`src/rtl/qdr_lvds_pkg.sv`:
```
// Shared types and constants for the QDR LVDS receive path.
// Frame pattern is read MSB-first: slot0 sees bit 3.
package qdr_lvds_pkg;

  localparam int DATA_W = 14;
  localparam int NIB_W  = 4;

  localparam logic [3:0] FRAME_PATTERN = 4'b1100;

  typedef enum logic [1:0] {
    HUNT,
    SYNC,
    LOCKED
  } rx_state_t;

  typedef logic [1:0] slot_t;

  function automatic logic exp_frame(input slot_t s);
    return FRAME_PATTERN[~s];
  endfunction

endpackage

```
`src/rtl/qdr_lvds_rx_sync.sv`:
```
// Input synchronizers, one history flop and DACLK edge detect.
// Capture values come from the history flop, one cycle before the edge.
module qdr_lvds_rx_sync
  import qdr_lvds_pkg::*;
#(
  parameter int SYNC_STAGES = 2
) (
  input  logic             clk,
  input  logic             reset,
  input  logic [NIB_W-1:0] da,
  input  logic             daframe,
  input  logic             daclk,
  output logic             daclk_edge,
  output logic [NIB_W-1:0] nibble_d,
  output logic             frame_d
);

  localparam int STAGES = (SYNC_STAGES < 2) ? 2 : SYNC_STAGES;
  localparam int W      = NIB_W + 2;

  logic [W-1:0] chain [STAGES];
  logic [W-1:0] hist;

  always_ff @(posedge clk or posedge reset) begin
    if (reset) begin
      for (int i = 0; i < STAGES; i++) begin
        chain[i] <= '0;
      end
      hist <= '0;
    end else begin
      chain[0] <= {daclk, daframe, da};
      for (int i = 1; i < STAGES; i++) begin
        chain[i] <= chain[i-1];
      end
      hist <= chain[STAGES-1];
    end
  end

  assign daclk_edge = chain[STAGES-1][W-1] ^ hist[W-1];
  assign nibble_d   = hist[NIB_W-1:0];
  assign frame_d    = hist[NIB_W];

endmodule

```
`src/rtl/qdr_lvds_rx.sv`:
```
// QDR LVDS deserializer: frame alignment, word rebuild, lock FSM.
// Define QDR_RX_PAD_CHECK_EN to treat nonzero slot3 pad bits as errors.
module qdr_lvds_rx
  import qdr_lvds_pkg::*;
#(
  parameter int SYNC_STAGES = 2,
  parameter int LOCK_WORDS  = 4,
  parameter int TIMEOUT     = 64,
  parameter int ERR_W       = 8
) (
  input  logic              clk,
  input  logic              reset,
  input  logic [NIB_W-1:0]  da,
  input  logic              daframe,
  input  logic              daclk,
  output logic [DATA_W-1:0] data_out,
  output logic              data_valid,
  output logic              locked,
  output logic              frame_err,
  output logic [ERR_W-1:0]  err_count
);

  localparam int TMO_W = $clog2(TIMEOUT + 1);
  localparam int CNT_W = $clog2(LOCK_WORDS + 1);

  logic             clk_edge;
  logic [NIB_W-1:0] nib;
  logic             frm;

  qdr_lvds_rx_sync #(
    .SYNC_STAGES(SYNC_STAGES)
  ) u_sync (
    .clk       (clk),
    .reset     (reset),
    .da        (da),
    .daframe   (daframe),
    .daclk     (daclk),
    .daclk_edge(clk_edge),
    .nibble_d  (nib),
    .frame_d   (frm)
  );

  rx_state_t         state;
  slot_t             slot;
  logic [CNT_W-1:0]  good_cnt;
  logic [TMO_W-1:0]  tmo_cnt;
  logic              prev_frame;
  logic [DATA_W-3:0] word;

  logic pad_bad;
  logic busy;
  logic mis;
  logic cand;
  logic tmo_go;
  logic hunt_eval;
  logic advance;

`ifdef QDR_RX_PAD_CHECK_EN
  assign pad_bad = (slot == 2'd3) && (nib[1:0] != 2'b00);
`else
  logic unused_pad;
  assign unused_pad = ^nib[1:0];
  assign pad_bad    = 1'b0;
`endif

  assign busy = (state != HUNT);
  assign mis  = clk_edge && busy &&
                ((frm != exp_frame(slot)) || pad_bad);
  assign cand = frm && !prev_frame;

  // An edge always clears the counter, so timeout and mismatch are exclusive
  assign tmo_go    = busy && !clk_edge &&
                     (tmo_cnt == TMO_W'(TIMEOUT - 1));
  assign hunt_eval = clk_edge && (!busy || mis);
  assign advance   = clk_edge && busy && !mis;

  assign locked = (state == LOCKED);

  always_ff @(posedge clk or posedge reset) begin
    if (reset) begin
      state      <= HUNT;
      slot       <= '0;
      good_cnt   <= '0;
      tmo_cnt    <= '0;
      prev_frame <= 1'b0;
      word       <= '0;
      data_out   <= '0;
      data_valid <= 1'b0;
      frame_err  <= 1'b0;
      err_count  <= '0;
    end else begin
      data_valid <= 1'b0;
      frame_err  <= 1'b0;

      if (clk_edge) begin
        tmo_cnt    <= '0;
        prev_frame <= frm;
      end else if (tmo_cnt != TMO_W'(TIMEOUT)) begin
        tmo_cnt <= tmo_cnt + 1'b1;
      end

      if (mis) begin
        frame_err <= 1'b1;
        if (err_count != '1) begin
          err_count <= err_count + 1'b1;
        end
      end

      unique case (1'b1)
        tmo_go: begin
          state <= HUNT;
          slot  <= '0;
        end
        hunt_eval: begin
          if (cand) begin
            state        <= SYNC;
            slot         <= 2'd1;
            good_cnt     <= '0;
            word[11:8]   <= nib;
          end else begin
            state <= HUNT;
            slot  <= '0;
          end
        end
        advance: begin
          slot <= slot + 1'b1;
          unique case (slot)
            2'd0: word[11:8] <= nib;
            2'd1: word[7:4]  <= nib;
            2'd2: word[3:0]  <= nib;
            2'd3: begin
              if (state == LOCKED) begin
                data_out   <= {word, nib[3:2]};
                data_valid <= 1'b1;
              end else if (good_cnt == CNT_W'(LOCK_WORDS - 1)) begin
                state <= LOCKED;
              end else begin
                good_cnt <= good_cnt + 1'b1;
              end
            end
            default: ;
          endcase
        end
        default: ;
      endcase
    end
  end

endmodule

```
`config.mk`:
```
export PLATFORM = sky130hd
export DESIGN_NAME = qdr_lvds_rx
export DESIGN_NICKNAME = d
export VERILOG_FILES = /design/src/rtl/qdr_lvds_pkg.sv /design/src/rtl/qdr_lvds_rx_sync.sv /design/src/rtl/qdr_lvds_rx.sv
export SDC_FILE = /design/constraint.sdc
export NUM_CORES = 1
export LEC_CHECK = 0
export BUFFER_PORTS_ARGS = -buffer_cell sky130_fd_sc_hd__buf_4
export CAP_MARGIN = 20
export CORE_MARGIN = 5
export CORE_UTILIZATION = 35
export DETAILED_ROUTE_END_ITERATION = 12
export SYNTH_ARGS = -nofsm -noshare
export SYNTH_HDL_FRONTEND = slang
export SYNTH_HIERARCHICAL = 1
export SYNTH_SLANG_ARGS = --single-unit
export TNS_END_PERCENT = 10
```
`constraint.sdc`:
```
create_clock -name clk -period 3.9 [get_ports clk]
set_input_delay 0.78 -clock clk [delete_from_list [all_inputs] [get_ports clk]]
set_output_delay 0.78 -clock clk [all_outputs]
set_load 0.03 [all_outputs]
```
---- Yosys cells after proc, flatten, opt, wreduce, memory -nomap -nowiden ----
Index checks and enable logic that the tools add are counted.
storage, ports and cells
  register bits after elaboration ......... 69
  input port bits ......................... 8
  output and inout bits ................... 25
  logic and storage cells ................. 83
operators by class
  add/subtract/negate cells ............... 4
  $lt $le $gt $ge ......................... 1
  equal/unequal tests ..................... 15
  multiplexer cells ....................... 22
  bitwise logic cells ..................... 2
  reduce and logical (&&, ||, !) cells .... 24
operators by type and width
  kind                                                  number
  two-way mux 7 bit                                     2
  two-way mux 3 bit                                     4
  case mux 2 bit (3 select lines)                       2
  adder 8 x 1 -> 8 bit (second input constant)          1
  two-way mux 4 bit                                     2
  != test 8 bit (second input constant)                 1
  case mux 4 bit (2 select lines)                       1
  adder 7 x 1 -> 7 bit (second input constant)          1
  equality test 7 x 6 -> 1 bit (second input constant)  1
  logical AND 1 bit                                     7
  != test 7 bit (second input constant)                 1
  equality test 2 bit (second input constant)           3
  two-way mux 1 bit                                     6
  two-way mux 2 bit                                     3
  != test 2 x 1 -> 1 bit (second input constant)        3
  != test 2 bit (second input constant)                 3
  case mux 3 bit (2 select lines)                       1
  AND reduction 2 bit                                   3
  AND reduction 3 bit                                   2
  nonzero test 2 bit                                    3
  AND reduction 5 bit                                   1
  zero test 1 bit                                       4
  AND reduction 4 bit                                   1
  adder 3 x 1 -> 3 bit (second input constant)          1
  11 further kinds                                      11

---- Depth between registers and ports, before layout ----
Gate-level depths: netlist of run 1.
  depth in word-level cells ............... 9
  gate-level depth with buffers ........... 6
  gate-level depth less buffers ........... 5

---- Modules after synthesis ----
The synthesis of run 1 kept the hierarchy.
by module, submodules not included
  module            times used  cells each  area an instance (um^2)  sequential area each (um^2)
  qdr_lvds_rx       1           185         2,331.0                  1,276.2
  qdr_lvds_rx_sync  1           24          493.0                    450.4

---- Worst setup path before layout of run 1 ----
No wires, ideal clock.
  kind .................................... register -> register
  start point ............................. register state[0]
  end point ............................... register data_out[10]
  setup time .............................. 0.125 ns
  data arrival time ....................... 1.656 ns
  required time ........................... 3.775 ns
  setup slack ............................. 2.120 ns
  cell stages (with the launch flop) ...... 5
  buffers on the path ..................... 1
  period minus slack after synthesis ...... 1.780 ns
  cell sequence ........................... dfrtp_1 nor2b_1 nand3_2 buf_6 mux2_2
between the ends
  elaborated cells on any way between the ends .. 7
  those cells by class .................... 1 x eq/ne; 6 x reduce/logical
RTL lines
  what                           RTL line            RTL
  from (decl)                    qdr_lvds_rx.sv:43   rx_state_t state;
  from (signal assigned)         qdr_lvds_rx.sv:81   state <= HUNT;
  from (signal assigned)         qdr_lvds_rx.sv:111  state <= HUNT;
  from (signal assigned)         qdr_lvds_rx.sv:116  state <= SYNC;
  equality test 2 bit            n/a
  via locked                     qdr_lvds_rx.sv:18   output logic locked,
  AND reduction 3 bit (no line)  n/a
  to (signal assigned)           qdr_lvds_rx.sv:133  data_out <= {word, nib[3:2]};
  to (decl)                      qdr_lvds_rx.sv:16   output logic [DATA_W-1:0] data_out,
The timed path passes the listed nets, and every way through them passes these cells.
A chain may end at the register's enable or synchronous reset.

---- Worst setup path in the final report of run 1 ----
  start point ............................. register state[1]
  end point ............................... output locked
between the ends
  cells in the longest elaborated chain, start to end .. 1
RTL lines
  what                 RTL line           RTL
  equality test 2 bit  qdr_lvds_rx.sv:77  assign locked = (state == LOCKED);
  to (decl)            qdr_lvds_rx.sv:18
Every way passes these cells.

==> results of run 1 <==
==> registers in the layout, indices dropped and copies added (netlist names) <==
| register | count |
|---|---|
| good_cnt | 3 |
| slot | 2 |
| frame_err | 1 |
| prev_frame | 1 |
| data_valid | 1 |
| state | 2 |
| data_out | 14 |
| err_count | 8 |
| u_sync/hist | 6 |
| word | 12 |
| u_sync/chain | 12 |
| tmo_cnt | 7 |
==> per-layer routing <==
layer | track usage | share of wire | up-vias
met4 | 0.0441 | 0.0021 | 0
li1 | - | - | 793
met2 | 0.154 | 0.48 | 22
met3 | 0.0354 | 0.029 | 2
met1 | 0.150 | 0.49 | 846
met5 | 0 | 0 | -
==> cells in the mapped netlist, types with 2 or more instances <==
cell type / count
nor2_1: 8
nand3_1: 5
buf_4: 4
nor3_1: 2
mux2i_1: 5
dfrtp_1: 69
mux2_2: 28
nand2b_1: 2
nand4_1: 3
inv_1: 11
ha_1: 9
a21oi_1: 2
and3_1: 4
xor2_1: 4
nor2b_1: 2
clkbuf_1: 2
xnor2_1: 5
nor3_2: 2
o21ai_0: 7
nand2_1: 11
==> layout make-up <==
type | instances | area [um2] | share of cell area
Tap cell | 102 | 128 | 0.0378
Clock buffer | 11 | 151 | 0.0448
Clock inverter | 5 | 57.6 | 0.0170
Sequential cell | 69 | 1730 | 0.511
Timing Repair Buffer | 34 | 268 | 0.0792
Multi-Input combinational cell | 121 | 1000 | 0.297
Inverter | 12 | 45.0 | 0.0133
==> through the flow <==
step                      power (uW)  hold WS [ns]
after floorplan                 1120         0.331
after global placement          1220         0.332
after detailed placement        1230         0.335
after CTS                       1840         0.352
after global routing            1920         0.355
final                           1810         0.344
==> power by group <==
part | total, uW | internal [uW] | switching, uW
sequential | 903 | 815 | 88.3
clock | 602 | 332 | 270
combinational | 305 | 144 | 161
total | 1810 | 1290 | 519
==> kinds of logic after synthesis <==
logic type,after synthesis,share of synthesized area
multiplexers,34,0.133
AND/OR/NAND/NOR,49,0.0988
flip-flops,69,0.611
XOR/XNOR,10,0.0337
AO/OA/AOI/OAI,19,0.0496
adder cells (fa/ha/maj),9,0.0399
buffers and inverters,19,0.0332
==> cells in the final DEF, fill, tap and decap left out, types with 2 or more instances in the layout <==
cell type,n
clkbuf_8,11
nand3_1,5
mux2i_1,5
clkinv_2,2
o21ai_0,7
nand2b_1,2
nor3_1,2
mux2_2,28
xnor2_1,5
inv_2,2
xor2_1,4
nor2b_1,2
buf_4,33
a21oi_1,2
nand4_1,3
nand2_1,11
nor3_2,2
ha_1,9
nor2_1,8
and3_1,4
inv_1,10
dfrtp_1,69
==> critical path: stages (launching register included) <==
cell     delay, ns
dfrtp_1       0.44
nor2b_1       0.23
buf_4         0.20
==> worst paths after layout <==
check	depth (start not counted)	endpoint	slack, ns	startpoint
worst max-delay path	2	locked	1.91	state[1]
worst min-delay path	0	u_sync/hist[1]	0.34	u_sync/chain[1]
worst max register to register	6	err_count[6]	2.01	u_sync/hist[5]
worst min register to register	0	u_sync/hist[1]	0.34	u_sync/chain[1]
max in group asynchronous	2	u_sync/hist[2]	2.96	reset
min in group asynchronous	2	err_count[3]	0.38	reset
==> impl_summary.log, run 1 <==
INFO  metric final_hold_viol_count = 0
INFO  metric worst_hold_path_type = register to register
INFO  metric globalRoute.totalOverflow = 0
INFO  metric stdcell_area = 3380 um2
INFO  metric die_w = ~100 um
INFO  metric ys_ff_latch = 69
INFO  metric grt_setup_unrepaired = false
INFO  metric finalCritPeriodShare = 0.509
INFO  metric grt_first_pass_wirelength = about 8.5 mm
INFO  metric die_height = about 100 um
INFO  metric initial_utilization = 0.362
INFO  metric cts-buffers-inserted = 9
INFO  metric power.leakage = ~0.0016 uW
INFO  metric detail_route.iter0.violations = 80
INFO  metric setup_ws = roughly 1.9 ns
INFO  metric fin_util = 0.433
INFO  metric nets = 264
INFO  metric fin_worst_skew = about 0.006 ns
INFO  metric detailed_placement_wirelength_estimate = roughly 3.4 mm
INFO  metric crit_type = register to primary output
INFO  metric port-buffer-count = 32
INFO  metric outcome = finished, final reports clean
INFO  metric routed_via_density = 4.70
INFO  metric rows = 32
INFO  metric timing.critical_path.from_type = register
INFO  metric dr_total_vias = approximately 1,700
INFO  metric postRouteAntennaNets = 0
INFO  metric pin_count_of_the_biggest_net_entering_global_routing = between 40 and 50
INFO  metric ys_dominant_reg_cell = dfrtp_1
INFO  metric synthesis.nets = approximately 230
INFO  metric global_route_usage_over_all_layers = 0.108
INFO  metric slew_viol_final = 0
INFO  metric dpl-instance-area = 3170 um2
INFO  metric setup.worst_path.end_class = primary output
INFO  metric antenna_found_initial = 0
INFO  metric synth_area_leader_cell = dfrtp_1
INFO  metric clk_root_buffer_cell = clkbuf_8
INFO  metric n_fill_cell = between 700 and 800
INFO  metric dpl_worst_slack = around 2.0 ns
INFO  metric drt-pass1-iter-count = 4
INFO  metric period_minus_slack = ~2.0 ns
INFO  metric cts_tree = built
INFO  metric arrival = approximately 1.2 ns
INFO  metric diodes_inserted = 0
INFO  metric dieArea = about 10000 um2
INFO  metric ys_seq_area_frac = 0.611
INFO  metric achievable_freq = just over 0.5 GHz
INFO  metric cts-root-to-sink-buffers = 2
INFO  metric drc_errors = 0
INFO  metric grt_pass1_vias = 1,730
INFO  metric post_synth.cell_area_avg = between 10 and 15 um2
INFO  metric synth_cell_area = 2820 um2
INFO  metric place_inst = roughly 340
INFO  metric htree_num_levels = 3
INFO  metric worst_skew_pair.late_latency = about 0.33 ns
INFO  metric area_share_of_the_largest_cell_type_after_synthesis = 0.611
INFO  metric synthToLayoutAreaGrowth = 19.7%
INFO  metric wirelength = 4.84 mm
INFO  metric clk_transition_reported_paths = ~0.08 ns
INFO  metric vdd_ir_drop_max = roughly 0.00026 V
INFO  metric cts_hold_buffers = 0
INFO  metric top_level_ports = 33
INFO  metric synth_area_leaders = dfrtp_1 61%, mux2_2 11%, ha_1 4.0%
INFO  metric maxCapViolations = 0
INFO  metric synth-async-reset-ratio = 1.00
INFO  metric setup_viol_count_final = 0
INFO  metric slew_headroom = 0.587
INFO  metric cts_num_sinks = 69
INFO  metric postSynthCellCount = between 200 and 250
INFO  metric synth_cell_types = 44
INFO  metric post_layout_nonfiller_instances = approximately 350
INFO  metric powerDensity = approximately 540 nW/um2
INFO  metric drt-wirelength-per-cell = between 10 and 15 um
INFO  metric coreArea = between 7000 and 8000 um2
INFO  metric post-cts-setup-buffer-count = 0
INFO  metric cts_resized = 0
INFO  metric share_of_cells_above_drive_strength_1 = 0.357
INFO  metric critPathRequiredTime = around 3.1 ns
INFO  metric synthesis.yosys.warnings = 6
INFO  metric max_slew.worst_pin.slew = 0.619 ns
INFO  metric critical_path.max_fanout = 6
INFO  metric fin_tns_setup = 0 ns
INFO  metric synth-edff-count = 0
INFO  metric gp_congestion = around 0.8
No activity file was read; power rests on OpenSTA's default activity.
==> run 2: changes to the inputs <==
==> constraint.sdc (replaced) <==
create_clock -name clk -period 1.9 [get_ports clk]
set_input_delay 0.38 -clock clk [delete_from_list [all_inputs] [get_ports clk]]
set_output_delay 0.38 -clock clk [all_outputs]
set_load 0.03 [all_outputs]
==> run 2 against run 1 <==
Against the previous run: register-to-register slack got worse by 1.9 ns; critical path depth rose by 3; via count down 1.4%; sequential share of layout area about the same; core utilization hardly changed; global-route usage increased by 0.20 points; critical path type is now register to register; flip-flop and latch count unchanged; clock skew up 0.00096 ns; power grew 95%; worst hold slack got worse by 0.27 ns; count of clock-buffer cells in the layout decreased by 1.
==> impl_summary.log, run 2 (same netlist as run 1, synthesis figures left out) <==
INFO  metric antenna_found_initial = 0
INFO  metric top_register = data_out
INFO  metric gp_congestion = ~0.74
INFO  metric critPathRequiredTime = roughly 2.1 ns
INFO  metric fin_tns_setup = 0 ns
INFO  metric share_of_cells_above_drive_strength_1 = 0.371
INFO  metric post_layout_nonfiller_instances = between 300 and 400
INFO  metric layout_common_cells = 68 x dfrtp_1, 37 x buf_4, 28 x mux2_2
INFO  metric port-buffer-count = 32
INFO  metric detailed_placement_wirelength_estimate = roughly 3.3 mm
INFO  metric timing.critical_path.from_type = register
INFO  metric worst_setup_path_startpoint = u_sync/hist[5]
INFO  metric grt_pass1_vias = about 1,700
INFO  metric coreArea = approximately 8000 um2
INFO  metric arrival = between 2 and 2.5 ns
INFO  metric achievable_freq = between 0.5 and 0.6 GHz
INFO  metric cts_hold_buffers = 0
INFO  metric dieArea = 9970 um2
INFO  metric total_power = about 3500 uW
INFO  metric post-cts-setup-buffer-count = 0
INFO  metric place_inst = between 300 and 400
INFO  metric cts-root-to-sink-buffers = 2
INFO  metric power.leakage = approximately 0.0016 uW
INFO  metric grt_first_pass_wirelength = 8.54 mm
INFO  metric seq_power_share = 0.524
INFO  metric worst_hold_path_type = input pin to asynchronous set/reset pin
INFO  metric maxCapViolations = 0
INFO  metric finalCritPeriodShare = 0.940
INFO  metric routed_via_density = between 4 and 5
INFO  metric outcome = finished, final reports clean
INFO  metric globalRoute.totalOverflow = 0
INFO  metric grt_setup_unrepaired = false
INFO  metric n_fill_cell = about 750
INFO  metric vdd_ir_drop_max = 0.000515 V
INFO  metric dr_total_vias = approximately 1,600
INFO  metric drt-pass1-iter-count = 4
INFO  metric die_w = ~100 um
INFO  metric die_height = around 100 um
INFO  metric worst_path_largest_cell_delay = ~0.40 ns
INFO  metric fin_worst_skew = between 0.007 and 0.008 ns
INFO  metric largest_register_ffs = 14
INFO  metric global_route_usage_over_all_layers = 0.110
INFO  metric powerDensity = roughly 1000 nW/um2
INFO  metric critPathSlowestCell = dfrtp_1
INFO  metric drc_errors = 0
INFO  metric diodes_inserted = 0
INFO  metric power.switching_fraction = 0.302
INFO  metric r2r_cells = 5
INFO  metric worst_skew_pair.late_latency = 0.34 ns
INFO  metric critical_path.max_fanout = 5
INFO  metric clkPwrFrac = 0.291
INFO  metric critical_path.reg2reg.startpoint = u_sync/hist[5]
INFO  metric power.internal = about 2500 uW
INFO  metric slew_headroom = 0.569
INFO  metric layout_top_registers = data_out (14), u_sync/chain (12), word (12)
INFO  metric cts-buffers-inserted = 9
INFO  metric drt-wirelength-per-cell = 13.3 um
INFO  metric slew_viol_final = 0
INFO  metric cts_num_sinks = 69
INFO  metric htree_num_levels = 3
INFO  metric period_minus_slack = 1.79 ns
INFO  metric power.combinational.fraction = 0.185
INFO  metric crit_type = register to register
INFO  metric clk_root_buffer_cell = clkbuf_8
INFO  metric max_slew.worst_pin.slew = ~0.65 ns
INFO  metric synthToLayoutAreaGrowth = 19.8%
INFO  metric postRouteAntennaNets = 0
INFO  metric pin_count_of_the_biggest_net_entering_global_routing = 52
INFO  metric hold-worst-slack = ~0.078 ns
INFO  metric detail_route.iter0.violations = 80
INFO  metric final_hold_viol_count = 0
INFO  metric clk_transition_reported_paths = around 0.080 ns
INFO  metric initial_utilization = 0.362
INFO  metric mostFrequentLayoutCell = dfrtp_1
INFO  metric nets = ~270
INFO  metric setup_viol_count_final = 0
INFO  metric switching_power = between 1000 and 1500 uW
INFO  metric wirelength = 4.77 mm
INFO  metric top_level_ports = 33
INFO  metric critical_path.cell_chain = xor2_2, inv_2, nor3_2, a21o_1, mux2_2
INFO  metric setup.worst_path.end_class = register
INFO  metric cts_tree = built
INFO  metric rows = 32
-- run 2: metal layers --
layer | vias up | GRT usage | part of all wire
li1 | 796 | - | -
met1 | 814 | 0.148 | 0.47
met2 | 22 | 0.160 | 0.47
met3 | 8 | 0.0334 | 0.033
met4 | 0 | 0.0567 | 0.021
met5 | - | 0 | 0
-- run 2: path summary, 6_finish.rpt --
kind | slack (ns) | end
worst max-delay path | 0.11 | word[10]
worst min-delay path | 0.08 | err_count[0]
worst max register to register | 0.11 | word[10]
worst min register to register | 0.34 | u_sync/hist[1]
max in group asynchronous | 1.34 | u_sync/hist[0]
min in group clk | 0.14 | u_sync/chain[6]
-- run 2: area by class of cell --
class,count,area [um2],area share
flip-flops and latches,69,1730,0.511
multi-input cells,121,1020,0.301
repair buffers,38,298,0.0880
clock buffers,10,128,0.0377
well taps,102,128,0.0377
inverters,12,45.0,0.0133
clock inverters,6,38.8,0.0115
-- run 2: critical path, delay by kind of cell (launching register included) --
kind	cells	cell delay (ns)
AOI/OAI and AO/OA	1	0.25
xor gates and xnor gates	1	0.26
buffers and inverters	1	0.12
DFF	1	0.40
muxes	1	0.35
and+or+nand+nor	1	0.31
-- run 2: power by group through the flow --
| stage | registers (uW) | logic, uW | clock network, uW |
|---|---|---|---|
| 6_report | 1840 | 653 | 1020 |
| 5_1_grt | 1880 | 727 | 1130 |
| 4_1_cts | 1850 | 661 | 1070 |
| 3_5_place_dp | 1870 | 660 | 0 |
| 3_3_place_gp | 1870 | 649 | 0 |
| 2_1_floorplan | 1910 | 385 | 0 |
-- run 2: repair_timing --
action	4_1_cts	5_1_grt
pin swaps	0	0
setup endpoints to repair	14	15
cloned	0	0
resized for setup	1	2
-- run 2: per-stage QoR --
step	setup slack, ns	instance area [um2]	utilization
final	0.114	3380	0.433
after global routing	0.0146	3380	0.433
after CTS	0.0209	3370	0.432
after detailed placement	0.00247	3200	0.410
after global placement	0.0698	3200	0.410
after floorplan	0.120	2820	-
